--- config.mk ---
export PLATFORM = sky130hd
export DESIGN_NAME = bcd_rtc_core
export DESIGN_NICKNAME = d
export VERILOG_FILES = /design/src/rtl/bcd_rtc_core.sv
export SDC_FILE = /design/constraint.sdc
export NUM_CORES = 1
export LEC_CHECK = 0
export CORE_ASPECT_RATIO = 1.5
export CORE_UTILIZATION = 35
export DETAILED_ROUTE_END_ITERATION = 7
export PLACE_DENSITY = 0.64
export SETUP_SLACK_MARGIN = 0.2
export SLEW_MARGIN = 20
export SYNTH_ARGS = -nofsm -noshare
export SYNTH_HDL_FRONTEND = slang
export SYNTH_SLANG_ARGS = --single-unit
--- constraint.sdc ---
create_clock -name clk -period 4.5 [get_ports clk]
set_input_delay 0.9 -clock clk [delete_from_list [all_inputs] [get_ports clk]]
set_output_delay 0.9 -clock clk [all_outputs]
set_load 0.01 [all_outputs]
--- src/rtl/bcd_rtc_core.sv ---
// BCD time-of-day core: prescales clk to a 1 Hz advance and keeps hh:mm:ss
// with up/down counting, validated load, alarm match and 12/24-hour output.
module bcd_rtc_core #(
    parameter int unsigned DIV = 100_000_000
) (
    input  logic       clk,
    input  logic       rst,
    input  logic       run,
    input  logic       dir,
    input  logic       fmt12,
    input  logic       load,
    input  logic       alarm_set,
    input  logic       alarm_en,
    input  logic [7:0] ld_hh,
    input  logic [7:0] ld_mm,
    input  logic [7:0] ld_ss,
    output logic [7:0] hh,
    output logic [7:0] mm,
    output logic [7:0] ss,
    output logic       pm,
    output logic       tick,
    output logic       alarm,
    output logic       zero,
    output logic       err
);

    localparam int unsigned PW = $clog2(DIV);
    localparam logic [PW-1:0] PS_MAX = PW'(DIV - 1);

    logic [PW-1:0] presc;
    logic [7:0]    t_hh, t_mm, t_ss;
    logic [7:0]    a_hh, a_mm, a_ss;

    logic       adv, ld_ok, load_acc, step_ok, is_zero, is_one;
    logic       s_wrap, m_wrap, s_borrow, m_borrow;
    logic [7:0] n_hh, n_mm, n_ss;
    logic [7:0] h12;

    // Two-digit BCD increment; returns 00 after reaching max.
    function automatic logic [7:0] bcd_inc(input logic [7:0] v, input logic [7:0] max);
        logic [7:0] r;
        if (v == max)
            r = 8'h00;
        else if (v[3:0] == 4'd9)
            r = {v[7:4] + 4'd1, 4'd0};
        else
            r = {v[7:4], v[3:0] + 4'd1};
        return r;
    endfunction

    // Two-digit BCD decrement; returns max when leaving 00.
    function automatic logic [7:0] bcd_dec(input logic [7:0] v, input logic [7:0] max);
        logic [7:0] r;
        if (v == 8'h00)
            r = max;
        else if (v[3:0] == 4'd0)
            r = {v[7:4] - 4'd1, 4'd9};
        else
            r = {v[7:4], v[3:0] - 4'd1};
        return r;
    endfunction

    function automatic logic bcd_valid(input logic [7:0] v, input logic [7:0] max);
        return (v[7:4] <= 4'd9) && (v[3:0] <= 4'd9) && (v <= max);
    endfunction

    // Next-time computation and strobe qualification
    always_comb begin
        adv      = run && (presc == PS_MAX);
        ld_ok    = bcd_valid(ld_hh, 8'h23) && bcd_valid(ld_mm, 8'h59) && bcd_valid(ld_ss, 8'h59);
        load_acc = load && ld_ok;
        is_zero  = (t_hh == 8'h00) && (t_mm == 8'h00) && (t_ss == 8'h00);
        is_one   = (t_hh == 8'h00) && (t_mm == 8'h00) && (t_ss == 8'h01);
        step_ok  = adv && !(dir && is_zero);

        s_wrap   = (t_ss == 8'h59);
        m_wrap   = (t_mm == 8'h59);
        s_borrow = (t_ss == 8'h00);
        m_borrow = (t_mm == 8'h00);

        n_hh = t_hh;
        n_mm = t_mm;
        n_ss = t_ss;
        if (!dir) begin
            n_ss = bcd_inc(t_ss, 8'h59);
            if (s_wrap)
                n_mm = bcd_inc(t_mm, 8'h59);
            if (s_wrap && m_wrap)
                n_hh = bcd_inc(t_hh, 8'h23);
        end else begin
            n_ss = bcd_dec(t_ss, 8'h59);
            if (s_borrow)
                n_mm = bcd_dec(t_mm, 8'h59);
            if (s_borrow && m_borrow)
                n_hh = bcd_dec(t_hh, 8'h23);
        end
    end

    always_ff @(posedge clk) begin
        if (rst) begin
            presc <= '0;
            t_hh  <= 8'h00;
            t_mm  <= 8'h00;
            t_ss  <= 8'h00;
            a_hh  <= 8'h00;
            a_mm  <= 8'h00;
            a_ss  <= 8'h00;
            tick  <= 1'b0;
            alarm <= 1'b0;
            zero  <= 1'b0;
            err   <= 1'b0;
        end else begin
            tick  <= 1'b0;
            alarm <= 1'b0;
            zero  <= 1'b0;
            err   <= (load || alarm_set) && !ld_ok;

            if (load_acc)
                presc <= '0;
            else if (run)
                presc <= (presc == PS_MAX) ? '0 : presc + PW'(1);

            if (load_acc) begin
                t_hh <= ld_hh;
                t_mm <= ld_mm;
                t_ss <= ld_ss;
            end else if (step_ok) begin
                t_hh  <= n_hh;
                t_mm  <= n_mm;
                t_ss  <= n_ss;
                tick  <= 1'b1;
                alarm <= alarm_en && (n_hh == a_hh) && (n_mm == a_mm) && (n_ss == a_ss);
                zero  <= dir && is_one;
            end

            if (alarm_set && ld_ok) begin
                a_hh <= ld_hh;
                a_mm <= ld_mm;
                a_ss <= ld_ss;
            end
        end
    end

    // 12-hour view of the internal 24-hour register
    always_comb begin
        case (t_hh)
            8'h00:   h12 = 8'h12;
            8'h13:   h12 = 8'h01;
            8'h14:   h12 = 8'h02;
            8'h15:   h12 = 8'h03;
            8'h16:   h12 = 8'h04;
            8'h17:   h12 = 8'h05;
            8'h18:   h12 = 8'h06;
            8'h19:   h12 = 8'h07;
            8'h20:   h12 = 8'h08;
            8'h21:   h12 = 8'h09;
            8'h22:   h12 = 8'h10;
            8'h23:   h12 = 8'h11;
            default: h12 = t_hh;
        endcase
        pm = (t_hh >= 8'h12);
        hh = fmt12 ? h12 : t_hh;
        mm = t_mm;
        ss = t_ss;
    end

endmodule
==> qor.yml, run 1 <==
drtIter0Drc: 274
synth_top_cell_by_area: "dfxtp_1"
synthCells: 685
core_mm2: 0.0147
avgSynthCellArea_um2: 7.74
ys_seq_area_share_pct: 29.8
async_flop_share_pct: 0
drc: 0
cp.arrival_ns: 3.03
grt_pass1_vias: 5005
die_w_um: 103
reg2reg_depth: 10
ir_worst_vdd_uv: 204
setup_viol: 0
postCtsSetupBuffers: 0
dr_total_vias: 5193
yosys_register_bits: 79
drt-vias-per-instance: 5.58
root_buffer: "clkbuf_16"
cp_slowest_stage_delay_ns: 0.66
path_class: "flop to output port"
cts.sinks: 79
yosysUniqueCellTypes: 64
fin_crit_sh_pct: 87.4
crit_family: "simple AND/OR/NAND/NOR gates"
die_area_mm2: 0.0157
dp_hpwl_mm: 11.7
clock-skew-final_ns: 0.00632
drive_gt1_share_pct: 6.26
h-tree-depth: 3
fp.dieH_um: 153
cpMaxStageDelayCell: "nor4_2"
worstSkewPairLatency_ns: 0.34
first_pass_iters: 5
wire_per_inst_um: 16.9
cts_max_path_buffers: 2
power_density_mw_per_mm2: 250
required_ns: 3.60
tns_ns: 0
pre_cts_ws_ns: 0.405
r2r-end: "alarm"
power.total_mw: 1.61
synthTopCellsByCount: "111 x nor2_1, 79 x dfxtp_1, 51 x nand2_1, 34 x clkbuf_1, 32 x xnor2_1"
drv_slew: 0
ant_nets: 0
regToRegStartpoint: "mm[0]"
initial_utilization_pct: 36.2
min_path_cells: 2
tightest_slew_ns: 0.766
r2r_slack_ns: 0.92
run_status: "completed"
yosys-top-cells-area: "dfxtp_1 30%, nor2_1 7.9%, mux2i_1 5.7%, xnor2_1 5.3%, ha_1 4.5%"
antenna_found_initial: 0
cts_tree: "yes"
grt_max_degree: 29
nNetsFinal: 781
path_cells: "nor4_2 -> nand3_1 -> a31oi_1 -> o311ai_0 -> o21a_1 -> clkdlybuf4s50_1"
rsz0062_at_grt: "false"
synth-main-ff-cell: "dfxtp_1"
clk_transition_reported_paths_ns: 0.07
synthToLayoutAreaGrowth_pct: 21.4
netlist_area_mm2: 0.00530
synth_warnings: 0
synth.top_cell.area_share_pct: 29.8
holdPathEnd: "presc[1]"
hold_viol: 0
synth_most_common_cell: "nor2_1"
synth-edff-count: 0
hold_path_class: "flop to flop"
pin_count: 61
layout_setup_ws_ns: 0.569
routed_wl_mm: 15.8
slew_headroom_pct: 48.5
hp-start: "presc[1]"
layout_min_cycle_time_ns: 3.93
numPortBuffers: 60
cts_buffers: 9
overflow: 0
place.gp.congestion: 0.959
p_leak_nw: 2.26
fin_util_pct: 43.9
fmax_mhz: 254
crit_fanout: 12
endpoint_kind: "output port"
grt_first_pass_wirelength_mm: 25.6
track_usage_pct: 21.0
synth_fp_nets: 736
start_kind: "flop"
rows: 54
cp_num_buf_inv: 1
diodes: 0
maxCapViolations: 0
hold_ws_ns: 0.490
[worst max path at each step]
stage / startpoint / end / cells after the start
floorplan: dir / alarm / 9
global placement: dir / alarm / 9
detailed placement: dir / alarm / 9
CTS: t_hh[0] / hh[1] / 6
global route: t_hh[0] / hh[1] / 6
finish: t_hh[0] / hh[1] / 6
[per-stage QoR]
step,area (um^2),instances
6_report,6440,931
5_1_grt,6440,931
4_1_cts,6430,931
3_5_place_dp,6120,915
3_3_place_gp,6120,915
2_1_floorplan,5300,685
[registers in the layout, indices dropped and copies added, names as in the netlist]
| name | count |
|---|---|
| tick | 1 |
| mm | 8 |
| zero | 1 |
| err | 1 |
| a_ss | 8 |
| a_hh | 8 |
| a_mm | 8 |
| ss | 8 |
| alarm | 1 |
| presc | 27 |
| t_hh | 8 |
[area by class of cell]
cell class | count | area, um^2
clock buffers | 9 | 225
fillers | 1503 | 8220
flip-flops and latches | 79 | 1580
multi-input cells | 539 | 3470
well taps | 196 | 245
clock inverters | 7 | 86.3
repair buffers | 77 | 741
inverters | 24 | 90.1
[cells by family after synthesis]
kind of cell / after synthesis / share of synthesized area (%)
XOR/XNOR: 51 / 8.42
AND/OR/NAND/NOR: 310 / 30.3
buffers and inverters: 67 / 4.86
adder cells (fa/ha/maj): 19 / 4.48
AO/OA/AOI/OAI: 129 / 16.4
flip-flops: 79 / 29.8
multiplexers: 30 / 5.66
[tightest hold or removal path: stages, from the launching register on]
cell      delay (ns)
dfxtp_1         0.32
nand2b_1        0.07
a21oi_1         0.05
[power breakdown]
| part | switching (mW) | leakage [nW] | total, mW | internal, mW |
|---|---|---|---|---|
| Sequential | 0.00349 | 0.637 | 0.706 | 0.702 |
| Clock | 0.331 | 0.151 | 0.775 | 0.444 |
| Combinational | 0.0702 | 1.47 | 0.130 | 0.0597 |
| Total | 0.405 | 2.26 | 1.61 | 1.21 |
[layout by cell type (no fill, tap or decap), drive strengths merged, types with 16 or more instances in the layout]
cell type      instances
a211oi                16
ha                    19
buf                   17
dfxtp                 79
nor3                  24
inv                   29
nand4                 22
nor2                 111
nand3                 22
a21oi                 29
xor2                  19
mux2i                 30
xnor2                 32
nand2                 51
o21ai                 29
clkdlybuf4s50         60
[routing by layer]
| layer | wire (um) | track usage (%) | vias to the layer above |
|---|---|---|---|
| li1 | - | - | 2544 |
| met1 | 6310 | 23.4 | 2448 |
| met2 | 8170 | 37.5 | 154 |
| met3 | 570 | 3.26 | 47 |
| met4 | 726 | 10.5 | 0 |
| met5 | 0 | 0 | - |
[timing repair]
action	CTS	global route
setup endpoints to repair	0	3
hold buffers	0	0
gates resized for setup	0	1
hold endpoints to repair	0	0
Note: power is estimated with default switching activity, not from simulation.
==> run 2: changes to the inputs <==
- PLACE_DENSITY: 0.64 -> not set
==> run 2 against run 1 <==
Effect of this change:
- design area down 0.39%
- worst setup slack got worse by 0.13 ns
- clock power about the same
- critical path depth unchanged
- non-clock buffer count down 3
- first-iteration DRC count up 2.2%
- die area is the same
- register-to-register slack worse by 0.12 ns
- highest routed layer unchanged
==> qor.yml, run 2 (same netlist as run 1, synthesis figures left out) <==
synthToLayoutAreaGrowth_pct: 21.0
setup_viol: 0
drive_gt1_share_pct: 5.87
root_buffer: "clkbuf_16"
min_path_cells: 2
initial_utilization_pct: 36.2
cp_num_buf_inv: 1
fp.dieH_um: 153
hold_viol: 0
tightest_slew_ns: 0.871
cp_slowest_stage_delay_ns: 0.69
cts_tree: "yes"
rows: 54
clock-skew-final_ns: 0.00979
ant_nets: 0
cts_buffers: 9
pin_count: 61
placed_area_mm2: 0.00610
layout_common_cells: "111 x nor2_1, 79 x dfxtp_1, 60 x clkdlybuf4s50_1"
endpoint_kind: "output port"
first_pass_iters: 5
pre_cts_ws_ns: 0.489
mostFrequentLayoutCell: "nor2_1"
antenna_found_initial: 0
layout_min_cycle_time_ns: 4.06
power_density_mw_per_mm2: 251
maxCapViolations: 0
path_class: "flop to output port"
cp.arrival_ns: 3.16
track_usage_pct: 21.9
hold_path_class: "flop to flop"
fillers: 1538
crit_fanout: 12
die_area_mm2: 0.0157
dp_hpwl_mm: 12.6
placed_cells: 912
grt_first_pass_wirelength_mm: 26.7
power_frac_clock_pct: 48.1
largest_register_ffs: 27
wire_per_inst_um: 18.0
start_kind: "flop"
slew_headroom_pct: 41.8
path_cells: "nor4_2 -> nand3_1 -> a31oi_1 -> o311ai_0 -> o21a_1 -> clkdlybuf4s50_1"
largest-register: "presc"
h-tree-depth: 3
layout_setup_ws_ns: 0.437
diodes: 0
cts_hold_buf: 0
p_leak_nw: 2.24
run_status: "completed"
die_w_um: 103
drv_slew: 0
cpMaxStageDelayCell: "nor4_2"
grt_pass1_vias: 5146
hold_ws_ns: 0.491
routed_wl_mm: 16.7
overflow: 0
finalNonFillerCells: 928
cts.sinks: 79
drc: 0
drtIter0Drc: 280
r2r-end: "alarm"
drt-vias-per-instance: 5.61
rsz0062_at_grt: "false"
numPortBuffers: 60
fmax_mhz: 246
regToRegStartpoint: "mm[0]"
worstSkewPairLatency_ns: 0.34
seq_power_share_pct: 43.9
holdPathEnd: "presc[1]"
clk_transition_reported_paths_ns: 0.07
nNetsFinal: 778
cts_max_path_buffers: 2
multiInputGateArea_mm2: 0.00347
dr_total_vias: 5203
place.gp.congestion: 0.956
core_mm2: 0.0147
crit_family: "compound AO/OA/AOI/OAI gates"
final_area_mm2: 0.00641
grt_max_degree: 44
r2r_slack_ns: 0.80
seqCellArea_mm2: 0.00158
hp-start: "presc[1]"
fin_crit_sh_pct: 90.3
switchingPower_uw: 405
switching_share_pct: 25.2
required_ns: 3.60
reg2reg_depth: 9
p_int_mw: 1.20
comb_power_share_pct: 8.0
ir_worst_vdd_uv: 197
tns_ns: 0
run 2: worst max path at each step:
| stage | endpoint | startpoint | cells past startpoint |
|---|---|---|---|
| final | hh[1] | t_hh[0] | 6 |
| after detailed placement | hh[1] | t_hh[0] | 6 |
| after global placement | alarm | dir | 9 |
| after global routing | hh[1] | t_hh[0] | 6 |
| after CTS | hh[1] | t_hh[0] | 6 |
| after floorplan | alarm | dir | 9 |
run 2: cell type report:
type / instances / share of cell area (%)
timing repair buffer: 74 / 11.2
clock inverter: 7 / 1.31
inverter: 24 / 1.40
tap: 196 / 3.82
multi-input combinational: 539 / 54.1
clock buffer: 9 / 3.51
sequential: 79 / 24.7
run 2: timing repair:
item	CTS	global route
endpoints found under the setup margin	1	0
gates resized for setup	1	0
buffers inserted	0	0
run 2: power by group through the flow:
stage / registers (mW) / clock network (mW) / logic [mW]
2_1_floorplan: 0.721 / 0 / 0.0656
3_3_place_gp: 0.722 / 0 / 0.126
3_5_place_dp: 0.722 / 0 / 0.128
4_1_cts: 0.706 / 0.787 / 0.128
5_1_grt: 0.706 / 0.812 / 0.139
6_report: 0.706 / 0.774 / 0.128
run 2: metal layers:
metal,up-vias,global-route usage (%),share of wire (%)
met4,0,9.86,3.9
met5,-,0,0
met3,39,3.58,4.1
met2,149,39.8,53
li1,2549,-,-
met1,2466,24.3,39
run 2: stage by stage:
step | power, mW | util, %
floorplan | 0.787 | -
global placement | 0.847 | 41.6
detailed placement | 0.849 | 41.6
CTS | 1.62 | 43.7
global route | 1.66 | 43.7
finish | 1.61 | 43.7
run 2: tightest hold or removal path, stage by stage, from the launching register on:
cell and delay, ns:
dfxtp_1 0.32, nand2b_1 0.07, a21oi_1 0.05
